<file path="src/rtl/qea_run_ctrl_pkg.sv">
// Shared types and fixed-point helpers for the QEA run sequencer.
// State encoding plus complex-amplitude packing at the default widths.
package qea_run_ctrl_pkg;

    typedef enum logic [2:0] {
        IDLE,
        LOAD_CTX,
        INIT_STATE,
        START,
        WAIT_CPL,
        RD_ISSUE,
        RD_WAIT,
        RD_HOLD
    } run_state_t;

    localparam int FIX_DW   = 32;
    localparam int FIX_FRAC = 30;
    localparam logic [FIX_DW-1:0] FIX_ONE = FIX_DW'(1) << FIX_FRAC;

    function automatic logic [2*FIX_DW-1:0] amp_pack(
        input logic [FIX_DW-1:0] re,
        input logic [FIX_DW-1:0] im
    );
        return {re, im};
    endfunction

    function automatic logic [FIX_DW-1:0] amp_re(input logic [2*FIX_DW-1:0] a);
        return a[2*FIX_DW-1 -: FIX_DW];
    endfunction

    function automatic logic [FIX_DW-1:0] amp_im(input logic [2*FIX_DW-1:0] a);
        return a[FIX_DW-1:0];
    endfunction

endpackage

</file>
<file path="src/rtl/qea_rd_hold.sv">
// Readout path: RAM latency delay line feeding a valid/ready hold register.
// Data and last stay frozen from capture until the consumer accepts.
module qea_rd_hold #(
    parameter int ROW_W  = 256,
    parameter int RD_LAT = 1
) (
    input  logic             clk,
    input  logic             rst_n,
    input  logic             i_issue,
    input  logic             i_last,
    input  logic [ROW_W-1:0] i_dout,
    input  logic             i_ready,
    output logic             o_valid,
    output logic [ROW_W-1:0] o_data,
    output logic             o_last
);

    logic [RD_LAT-1:0] pipe;

    always_ff @(posedge clk or negedge rst_n) begin
        if (!rst_n) begin
            pipe    <= '0;
            o_valid <= 1'b0;
            o_data  <= '0;
            o_last  <= 1'b0;
        end else begin
            pipe <= (pipe << 1) | RD_LAT'(i_issue);
            if (pipe[RD_LAT-1]) begin
                o_valid <= 1'b1;
                o_data  <= i_dout;
                o_last  <= i_last;
            end else if (o_valid && i_ready) begin
                o_valid <= 1'b0;
                o_last  <= 1'b0;
            end
        end
    end

endmodule

</file>
<file path="src/rtl/qea_run_ctrl.sv">
// Sequencer for one QEA run: context load, |0..0> init, start,
// completion wait with watchdog, and streamed state readout.
module qea_run_ctrl
    import qea_run_ctrl_pkg::*;
#(
    parameter int PE_NUM                  = 4,
    parameter int DATA_WIDTH              = 32,
    parameter int STATE_DATA_WIDTH        = 64,
    parameter int STATE_ADDR_WIDTH        = 16,
    parameter int GATE_CONTEXT_DATA_WIDTH = 64,
    parameter int GATE_CONTEXT_ADDR_WIDTH = 16,
    parameter int MAX_QBIT_WIDTH          = 6,
    parameter int NUM_FRAC_BIT            = 30,
    parameter int RD_LAT                  = 1,
    parameter int TIMEOUT_WIDTH           = 24
) (
    input  logic                                 clk,
    input  logic                                 rst_n,
    input  logic                                 i_run,
    input  logic [MAX_QBIT_WIDTH-1:0]            i_qbit_num,
    input  logic [GATE_CONTEXT_ADDR_WIDTH:0]     i_ins_num,
    input  logic [TIMEOUT_WIDTH-1:0]             i_timeout,
    input  logic                                 i_ctx_valid,
    output logic                                 o_ctx_ready,
    input  logic [GATE_CONTEXT_DATA_WIDTH-1:0]   i_ctx_data,
    output logic                                 o_qea_start,
    output logic [MAX_QBIT_WIDTH-1:0]            o_qea_qbit_num,
    output logic                                 o_qea_ctx_en,
    output logic                                 o_qea_ctx_wea,
    output logic [GATE_CONTEXT_ADDR_WIDTH-1:0]   o_qea_ctx_addr,
    output logic [GATE_CONTEXT_DATA_WIDTH-1:0]   o_qea_ctx_data,
    output logic [PE_NUM-1:0]                    o_qea_state_ena,
    output logic [PE_NUM-1:0]                    o_qea_state_wea,
    output logic [STATE_ADDR_WIDTH-1:0]          o_qea_state_addra,
    output logic [PE_NUM*STATE_DATA_WIDTH-1:0]   o_qea_state_dina,
    input  logic                                 i_qea_complete,
    input  logic [PE_NUM*STATE_DATA_WIDTH-1:0]   i_qea_state_dout,
    output logic                                 o_rd_valid,
    input  logic                                 i_rd_ready,
    output logic [PE_NUM*STATE_DATA_WIDTH-1:0]   o_rd_data,
    output logic                                 o_rd_last,
    output logic                                 o_busy,
    output logic                                 o_done,
    output logic                                 o_err_cfg,
    output logic                                 o_err_timeout
);

    localparam int SDW   = STATE_DATA_WIDTH;
    localparam int ROW_W = PE_NUM * SDW;
    localparam int CAW   = GATE_CONTEXT_ADDR_WIDTH;
    localparam int SAW   = STATE_ADDR_WIDTH;
    localparam int QW    = MAX_QBIT_WIDTH;

    localparam logic [SDW-1:0]   AMP_ONE  = {DATA_WIDTH'(1) << NUM_FRAC_BIT, DATA_WIDTH'(0)};
    localparam logic [ROW_W-1:0] INIT_ROW = {AMP_ONE, {(ROW_W-SDW){1'b0}}};
    localparam logic [CAW:0]     INS_MAX  = (CAW+1)'(1) << CAW;

    run_state_t state, state_n;

    logic [CAW:0]               ins_q, ins_n, ctx_cnt, ctx_cnt_n;
    logic [SAW:0]               row, row_n, rows_m1;
    logic [TIMEOUT_WIDTH-1:0]   wcnt, wcnt_n;
    logic [QW-1:0]              qbit_n;
    logic                       rd_issue, rd_issue_n;
    logic                       rd_fire, rd_last, cfg_bad;
    logic                       ready_n, start_n, ctx_en_n, ctx_wea_n;
    logic [CAW-1:0]             ctx_addr_n;
    logic [GATE_CONTEXT_DATA_WIDTH-1:0] ctx_data_n;
    logic [PE_NUM-1:0]          st_ena_n, st_wea_n;
    logic [SAW-1:0]             st_addr_n;
    logic [ROW_W-1:0]           st_din_n;
    logic                       busy_n, done_n, ecfg_n, eto_n;

    assign rows_m1 = ((SAW+1)'(1) << (o_qea_qbit_num - QW'(2))) - 1'b1;
    assign rd_last = (row == rows_m1);
    assign rd_fire = o_rd_valid && i_rd_ready;

    assign cfg_bad = (i_qbit_num < QW'(2))
                  || (int'(i_qbit_num) - 2 > SAW)
                  || (i_ins_num == '0)
                  || (i_ins_num > INS_MAX);

    always_comb begin
        state_n    = state;
        ins_n      = ins_q;
        ctx_cnt_n  = ctx_cnt;
        row_n      = row;
        wcnt_n     = wcnt;
        qbit_n     = o_qea_qbit_num;
        rd_issue_n = 1'b0;
        ready_n    = o_ctx_ready;
        start_n    = 1'b0;
        ctx_en_n   = 1'b0;
        ctx_wea_n  = 1'b0;
        ctx_addr_n = o_qea_ctx_addr;
        ctx_data_n = o_qea_ctx_data;
        st_ena_n   = '0;
        st_wea_n   = '0;
        st_addr_n  = o_qea_state_addra;
        st_din_n   = o_qea_state_dina;
        busy_n     = o_busy;
        done_n     = o_done;
        ecfg_n     = o_err_cfg;
        eto_n      = o_err_timeout;
        unique case (state)
            IDLE: begin
                if (i_run) begin
                    done_n = 1'b0;
                    ecfg_n = cfg_bad;
                    eto_n  = 1'b0;
                    if (!cfg_bad) begin
                        busy_n    = 1'b1;
                        qbit_n    = i_qbit_num;
                        ins_n     = i_ins_num;
                        ctx_cnt_n = '0;
                        ready_n   = 1'b1;
                        state_n   = LOAD_CTX;
                    end
                end
            end
            LOAD_CTX: begin
                if (i_ctx_valid && o_ctx_ready) begin
                    ctx_en_n   = 1'b1;
                    ctx_wea_n  = 1'b1;
                    ctx_addr_n = ctx_cnt[CAW-1:0];
                    ctx_data_n = i_ctx_data;
                    ctx_cnt_n  = ctx_cnt + 1'b1;
                    if (ctx_cnt == ins_q - 1'b1) begin
                        ready_n = 1'b0;
                        row_n   = '0;
                        state_n = INIT_STATE;
                    end
                end
            end
            INIT_STATE: begin
                st_ena_n  = '1;
                st_wea_n  = '1;
                st_addr_n = row[SAW-1:0];
                st_din_n  = (row == '0) ? INIT_ROW : '0;
                row_n     = row + 1'b1;
                if (rd_last) state_n = START;
            end
            START: begin
                start_n = 1'b1;
                wcnt_n  = '0;
                state_n = WAIT_CPL;
            end
            WAIT_CPL: begin
                // complete may linger from the previous run on the first cycle
                wcnt_n = wcnt + 1'b1;
                if (wcnt != '0 && i_qea_complete) begin
                    row_n   = '0;
                    state_n = RD_ISSUE;
                end else if (i_timeout != '0 && wcnt_n == i_timeout) begin
                    eto_n   = 1'b1;
                    busy_n  = 1'b0;
                    state_n = IDLE;
                end
            end
            RD_ISSUE: begin
                st_ena_n   = '1;
                st_addr_n  = row[SAW-1:0];
                rd_issue_n = 1'b1;
                state_n    = RD_WAIT;
            end
            RD_WAIT, RD_HOLD: begin
                if (rd_fire) begin
                    if (rd_last) begin
                        done_n  = 1'b1;
                        busy_n  = 1'b0;
                        state_n = IDLE;
                    end else begin
                        row_n   = row + 1'b1;
                        state_n = RD_ISSUE;
                    end
                end else if (o_rd_valid) begin
                    state_n = RD_HOLD;
                end
            end
            default: state_n = IDLE;
        endcase
    end

    always_ff @(posedge clk or negedge rst_n) begin
        if (!rst_n) begin
            state             <= IDLE;
            ins_q             <= '0;
            ctx_cnt           <= '0;
            row               <= '0;
            wcnt              <= '0;
            rd_issue          <= 1'b0;
            o_qea_qbit_num    <= '0;
            o_ctx_ready       <= 1'b0;
            o_qea_start       <= 1'b0;
            o_qea_ctx_en      <= 1'b0;
            o_qea_ctx_wea     <= 1'b0;
            o_qea_ctx_addr    <= '0;
            o_qea_ctx_data    <= '0;
            o_qea_state_ena   <= '0;
            o_qea_state_wea   <= '0;
            o_qea_state_addra <= '0;
            o_qea_state_dina  <= '0;
            o_busy            <= 1'b0;
            o_done            <= 1'b0;
            o_err_cfg         <= 1'b0;
            o_err_timeout     <= 1'b0;
        end else begin
            state             <= state_n;
            ins_q             <= ins_n;
            ctx_cnt           <= ctx_cnt_n;
            row               <= row_n;
            wcnt              <= wcnt_n;
            rd_issue          <= rd_issue_n;
            o_qea_qbit_num    <= qbit_n;
            o_ctx_ready       <= ready_n;
            o_qea_start       <= start_n;
            o_qea_ctx_en      <= ctx_en_n;
            o_qea_ctx_wea     <= ctx_wea_n;
            o_qea_ctx_addr    <= ctx_addr_n;
            o_qea_ctx_data    <= ctx_data_n;
            o_qea_state_ena   <= st_ena_n;
            o_qea_state_wea   <= st_wea_n;
            o_qea_state_addra <= st_addr_n;
            o_qea_state_dina  <= st_din_n;
            o_busy            <= busy_n;
            o_done            <= done_n;
            o_err_cfg         <= ecfg_n;
            o_err_timeout     <= eto_n;
        end
    end

    qea_rd_hold #(
        .ROW_W  (ROW_W),
        .RD_LAT (RD_LAT)
    ) u_rd_hold (
        .clk     (clk),
        .rst_n   (rst_n),
        .i_issue (rd_issue),
        .i_last  (rd_last),
        .i_dout  (i_qea_state_dout),
        .i_ready (i_rd_ready),
        .o_valid (o_rd_valid),
        .o_data  (o_rd_data),
        .o_last  (o_rd_last)
    );

endmodule

</file>
<file path="config.mk">
export PLATFORM = sky130hd
export DESIGN_NAME = qea_run_ctrl
export DESIGN_NICKNAME = d
export VERILOG_FILES = /design/src/rtl/qea_run_ctrl_pkg.sv /design/src/rtl/qea_rd_hold.sv /design/src/rtl/qea_run_ctrl.sv
export SDC_FILE = /design/constraint.sdc
export NUM_CORES = 1
export LEC_CHECK = 0
export CORE_AREA = 4 4 388 390
export DETAILED_ROUTE_END_ITERATION = 16
export DIE_AREA = 0 0 392 394
export HOLD_SLACK_MARGIN = 0.03
export PLACE_DENSITY_LB_ADDON = 0.15
export SYNTH_ARGS = -nofsm -noshare
export SYNTH_HDL_FRONTEND = slang
export SYNTH_SLANG_ARGS = --single-unit
</file>
<file path="constraint.sdc">
create_clock -name clk -period 4.3 [get_ports clk]
set_input_delay 0.43 -clock clk [delete_from_list [all_inputs] [get_ports clk]]
set_output_delay 0.43 -clock clk [all_outputs]
set_load 0.01 [all_outputs]
</file>
=== Word level (Yosys, flattened, before mapping) ===
Cells that the tools add are included.
W data, S select, Z words.

* Bits in registers: 711
* Input bits: 373
* Output and inout port bits: 632

* Add/subtract/negate cells: 7
* Magnitude comparators: 3
* Equality and inequality tests: 23
* Shift-type cells: 1
* Mux-type cells: 49
* Bitwise gates (word level): 1
* Reduce and logical (&&, ||, !) cells: 31

{| class="wikitable"
|+ Operators by type and width
! cell !! number
|-
| $mux W255 || 1
|-
| $mux W17 || 8
|-
| $pmux W17 S4 || 1
|-
| $pmux W24 S2 || 1
|-
| $reduce_bool A24 Y1 || 2
|-
| $add A17 B1 Y17 const B || 2
|-
| $eq A17 B17 Y1 || 2
|-
| $logic_not A17 Y1 || 2
|-
| $pmux W17 S2 || 1
|-
| $sub A17 B1 Y17 const B || 2
|-
| $mux W3 || 10
|-
| $add A24 B1 Y24 const B || 1
|-
| $eq A24 B24 Y1 || 1
|-
| $pmux W3 S7 || 1
|-
| $mux W1 || 20
|-
| $ne A2 B2 Y1 const B || 9
|-
| $gt A17 B17 Y1 const B || 1
|-
| $shl A1 B6 Y17 const A || 1
|-
| $reduce_and A7 Y1 || 2
|-
| $eq A3 B3 Y1 const B || 4
|-
| $reduce_and A4 Y1 || 3
|-
| $reduce_bool A2 Y1 || 5
|-
| $mux W4 || 2
|-
| $gt A7 B6 Y1 const B || 1
|-
| 21 further kinds || 32
|}

=== Logic depth before layout (Yosys ltp) ===
* Depth after elaboration: 8
* Mapped depth: 22

=== Modules after synthesis ===
From an unflattened synthesis, not the netlist that was laid out.

* Cell total of the unflattened synthesis: 2061
* Area, all modules: 22972.0 um^2

{| class="wikitable"
|+ Modules (own cells, without submodules)
! module !! instances !! cells an instance !! area each (um^2) !! seq. area each (um^2)
|-
| qea_run_ctrl || 1 || 1512 || 12525.8 || 4779.6
|-
| qea_rd_hold || 1 || 549 || 10446.3 || 6481.2
|}

=== Least setup slack after synthesis ===
Ideal clock, no wire load.

* Path kind: reg-to-reg
* From: register o_qea_qbit_num[1]
* To: register row[3]
* Arrival time: 4.360 ns
* Path slack: -0.134 ns
* Stages on the path, launching flop included: 23
* Buffers on the path: 5
* Period minus slack after synthesis: 4.434 ns
* Cell sequence: dfrtp_1 -> clkbuf_1 -> inv_1 -> ha_1 -> buf_2 -> nand2b_1 -> clkbuf_1 -> o311ai_1 -> a211oi_1 -> inv_1 -> ha_1 -> inv_1 -> a31oi_1 -> a31o_2 -> a2111oi_0 -> a221oi_1 -> a211oi_1 -> nand3_1 -> o21ai_4 -> buf_6 -> buf_12 -> nor2_1 -> o21ai_2

* Word-level cells in the longest chain between the ends: 6

{| class="wikitable"
|+ Ends and longest elaborated chain
! item !! line !! text
|-
| from (decl) || qea_run_ctrl.sv:27 || <nowiki>output logic [MAX_QBIT_WIDTH-1:0] o_qea_qbit_num,</nowiki>
|-
| from (signal assigned) || qea_run_ctrl.sv:214 || <nowiki>o_qea_qbit_num <= qbit_n;</nowiki>
|-
| $sub A6 B2 Y6 || qea_run_ctrl.sv:74 || <nowiki>assign rows_m1 = ((SAW+1)'(1) << (o_qea_qbit_num - QW'(2))) - 1'b1;</nowiki>
|-
| $shl A1 B6 Y17 || qea_run_ctrl.sv:74 ||
|-
| $sub A17 B1 Y17 || qea_run_ctrl.sv:74 ||
|-
| $eq A17 B17 Y1 || qea_run_ctrl.sv:75 || <nowiki>assign rd_last = (row == rows_m1);</nowiki>
|-
| $ne A2 B2 Y1 (no line) || -- ||
|-
| $reduce_and A6 Y1 (no line) || -- ||
|-
| to (signal assigned) || qea_run_ctrl.sv:211 || <nowiki>row <= row_n;</nowiki>
|-
| to (decl) || qea_run_ctrl.sv:61 || <nowiki>logic [SAW:0] row, row_n, rows_m1;</nowiki>
|}

Every way passes these cells.
A chain may end at the register's enable or synchronous reset.

=== Worst setup path after layout ===
* From: register o_qea_qbit_num[2]
* To: register row[14]

The elaborated chain is that of the path after synthesis.

==> metrics.txt <==
residual overflow from global routing 0; Worst-Skew Late Latency 0.66 ns; max cap viols 0; Detail Route Antenna Nets 0; Post-synth EDFFs 0; H-tree depth 3; largest family of logic cells by synthesized area multiplexers; DRT Wirelength 107600 um; Reg area 11260 sq um; die width 392 um; FF-to-FF path depth 16; CP Max Fanout 26; routed vias/inst 3.675; DRT Pass-1 Iters 5; Worst EP arrival 4.44 ns; top cells by count, synth dfrtp_1 (450), nand2_1 (323), mux2_2 (287); minimum clock period after layout 3.920 ns; type of origin of the critical path flip-flop; clock slew at reported path FFs 0.05 ns; final non-filler cell total 4820; Cell Area, Synth 22400 sq um; DRT iter0 DRCs 632; sequential cell area fraction in the yosys report 0.5027; GR peak layer met2; max-slew violations 0; Final Hold Vio Count 0; site row count 141; Num CTS Buffers 67; IO Count 1005; most common cell in the netlist dfrtp_1; pwr/cell area 682.0 nW/um^2; clock skew 0.03479 ns; routing usage on met2 0.2232; die height 394 um; largest net degree at the start of global routing 90; clock sinks 450; global-route wire length before repair 146200 um; grt met1 use 0.1589; status completed; CTS Root Cell clkbuf_16; Die Area 154400 sq um; Critical Path End Type flip-flop; VDD IR-drop max 0.2618 mV; Pleak 14.04 nW; Net count, final 3217; async set-or-reset flop fraction in the synthesized netlist 1.000; post-synth top area cell dfrtp_1; measured slew at the worst slew-check pin 1.063 ns; top_reg_cell synth dfrtp_1; Post-Synth Adder-Cell Area 0.005027; max_slew headroom 0.2908; vias in the first global route 17.84k; compound-cell area share of the yosys netlist 0.07133; setup repair bufs after CTS 0; Wirelength per Cell 22.32 um; Synth Register Bits 450; placed cells 4695; max frequency 255.1 MHz; initial antenna violation count 47; Distinct cells, synth 85; simple-gate share of the synthesized area 0.1289; Syn. warnings 0; Final period util 0.9117; Clock Tree Buf Depth 3; Buffers on Ports 749; ranking of synthesized cells by area dfrtp_1 (50%), mux2_2 (14%), buf_4 (8.9%); grt met3 use 0.04778; Hold Path Class in -> reg; hpwl dp 84170 um; area occupied by multi-input gates 9559 sq um; CP Class reg -> reg; unrepaired setup endpoints after global routing no; Total Routing Usage GR 0.1328; Worst EP required 4.82 ns; Min-Delay Path Depth 3; xor and xnor fraction of the mapped netlist area 0.03117; gp weighted congestion 0.7875; vias 17.71k; share of the synthesized area in the top cell type 0.5027; FILL cells 15.93k; average cell area after synthesis 10.74 sq um; Initial Util 0.1522; Syn-to-layout area delta 50.54%; # setup viols final 0; core area 147100 sq um; DRC Markers 0; mux cell area share after synthesis 0.1465; share of layout cells above drive strength 1 0.1663; CTS tree built; setup_tns 0 ns; Mapped Cells 2085
-- layer usage --
| metal | part of all wire | vias to the layer above |
|---|---|---|
| met5 | 0.00096 | - |
| met4 | 0.025 | 20 |
| met3 | 0.089 | 138 |
| li1 | - | 8211 |
| met2 | 0.48 | 701 |
| met1 | 0.41 | 8642 |
-- cell usage in the layout (no fill, tap or decap), types with 7 or more instances in the layout --
cell type        instances
clkinv_2                11
dfrtp_1                449
o41ai_1                  7
a31oi_1                 12
clkbuf_1                10
conb_1                 255
ha_1                     9
nand4_1                 25
or3_1                   11
inv_1                   31
clkdlybuf4s50_1        748
nor3_1                  28
buf_12                   9
nor2b_1                 16
o21ai_0                 68
o31ai_1                 14
nor4_1                  34
buf_4                   41
nand2_1                323
mux2_2                 287
a21oi_1                 36
clkbuf_16               68
and3_1                  15
nand3_1                 34
o22ai_1                  7
xor2_1                  39
and2_1                   8
nor2_1                  63
nand2b_1                10
clkbuf_8                13
bufinv_16                8
xnor2_1                 38
-- cell families (layout without fill, tap and decap cells) --
logic type | count (synthesis) | count (layout)
xor gates and xnor gates | 78 | 78
DFF | 450 | 450
other | 1 | 259
adders and majority gates | 9 | 9
buffers and inverters | 405 | 952
and+or+nand+nor | 613 | 613
AOI/OAI and AO/OA | 237 | 237
muxes | 292 | 292
-- power breakdown --
group	internal (mW)	switching, mW	leakage, nW	total (mW)
registers	5.93	1.09	5.57	7.02
clock network	3.65	2.35	1.16	6.00
logic	5.14	4.84	7.31	9.98
total	14.7	8.28	14.0	23.0
-- path summary, 6_finish.rpt --
kind                                                from                          endpoint  slack [ns]
min in group asynchronous                          rst_n    o_qea_ctx_data[15]$_DFFE_PN0P_        0.37
hold reg to reg                       rd_issue$_DFF_PN0_          u_rd_hold.pipe$_DFF_PN0_        0.34
max in group asynchronous                          rst_n  u_rd_hold.o_data[29]$_DFFE_PN0P_        2.75
hold / removal                            i_ctx_data[23]    o_qea_ctx_data[23]$_DFFE_PN0P_        0.32
setup / recovery           o_qea_qbit_num[2]$_DFFE_PN0P_               row[14]$_DFFE_PN0P_        0.38
setup reg to reg           o_qea_qbit_num[2]$_DFFE_PN0P_               row[14]$_DFFE_PN0P_        0.38
-- worst max-delay path, cell delays in order, from the launching register on --
cell and delay, ns:
dfrtp_1 0.42, or4b_4 0.57, o32a_2 0.26, a211oi_2 0.27, inv_1 0.07, ha_1 0.27
inv_1 0.10, a31oi_1 0.04, a31o_2 0.26, a2111oi_1 0.37, a221oi_1 0.11, a211oi_2 0.29
nand3_2 0.18, o21ai_4 0.17, buf_12 0.18, nor4_1 0.07, o21a_1 0.18
-- area by class of cell --
cell class | instances | share of cell area
clock buffers | 91 | 0.05688
repair buffers | 800 | 0.2372
inverters | 32 | 0.003562
well taps | 1930 | 0.07161
diodes | 4 | 0.0002968
flip-flops and latches | 450 | 0.3341
multi-input cells | 1484 | 0.2835
clock inverters | 29 | 0.01288
-- sequential cells by signal, indices dropped and copies added, names as in the netlist, 3 cells and up --
signal,cells
o_qea_qbit_num,6
row,17
wcnt,24
o_qea_state_addra,16
ctx_cnt,17
ins_q,17
state,3
u_rd_hold.o_data,256
o_qea_ctx_addr,16
o_qea_ctx_data,64
-- stage by stage --
stage               cell area, sq um  power [mW]    util  hold WS (ns)  setup slack (ns)
CTS                            33700       23.63  0.2290        0.2428            0.1596
global route                   33710       24.39  0.2291        0.2783           0.03972
global placement               31330       17.38  0.2130        0.3326            0.1039
detailed placement             31330       17.34  0.2130        0.3373            0.1713
floorplan                      23360       11.58       -        0.1344          0.008273
finish                         33720       23.00  0.2292        0.3201            0.3798
-- what timing repair did --
item | 4_1_cts | 5_1_grt
endpoints found under the hold margin | 80 | 0
setup endpoints to repair | 0 | 19
resized for setup | 0 | 5
hold buffers | 1 | 0
Note: power is estimated with default switching activity, not from simulation.
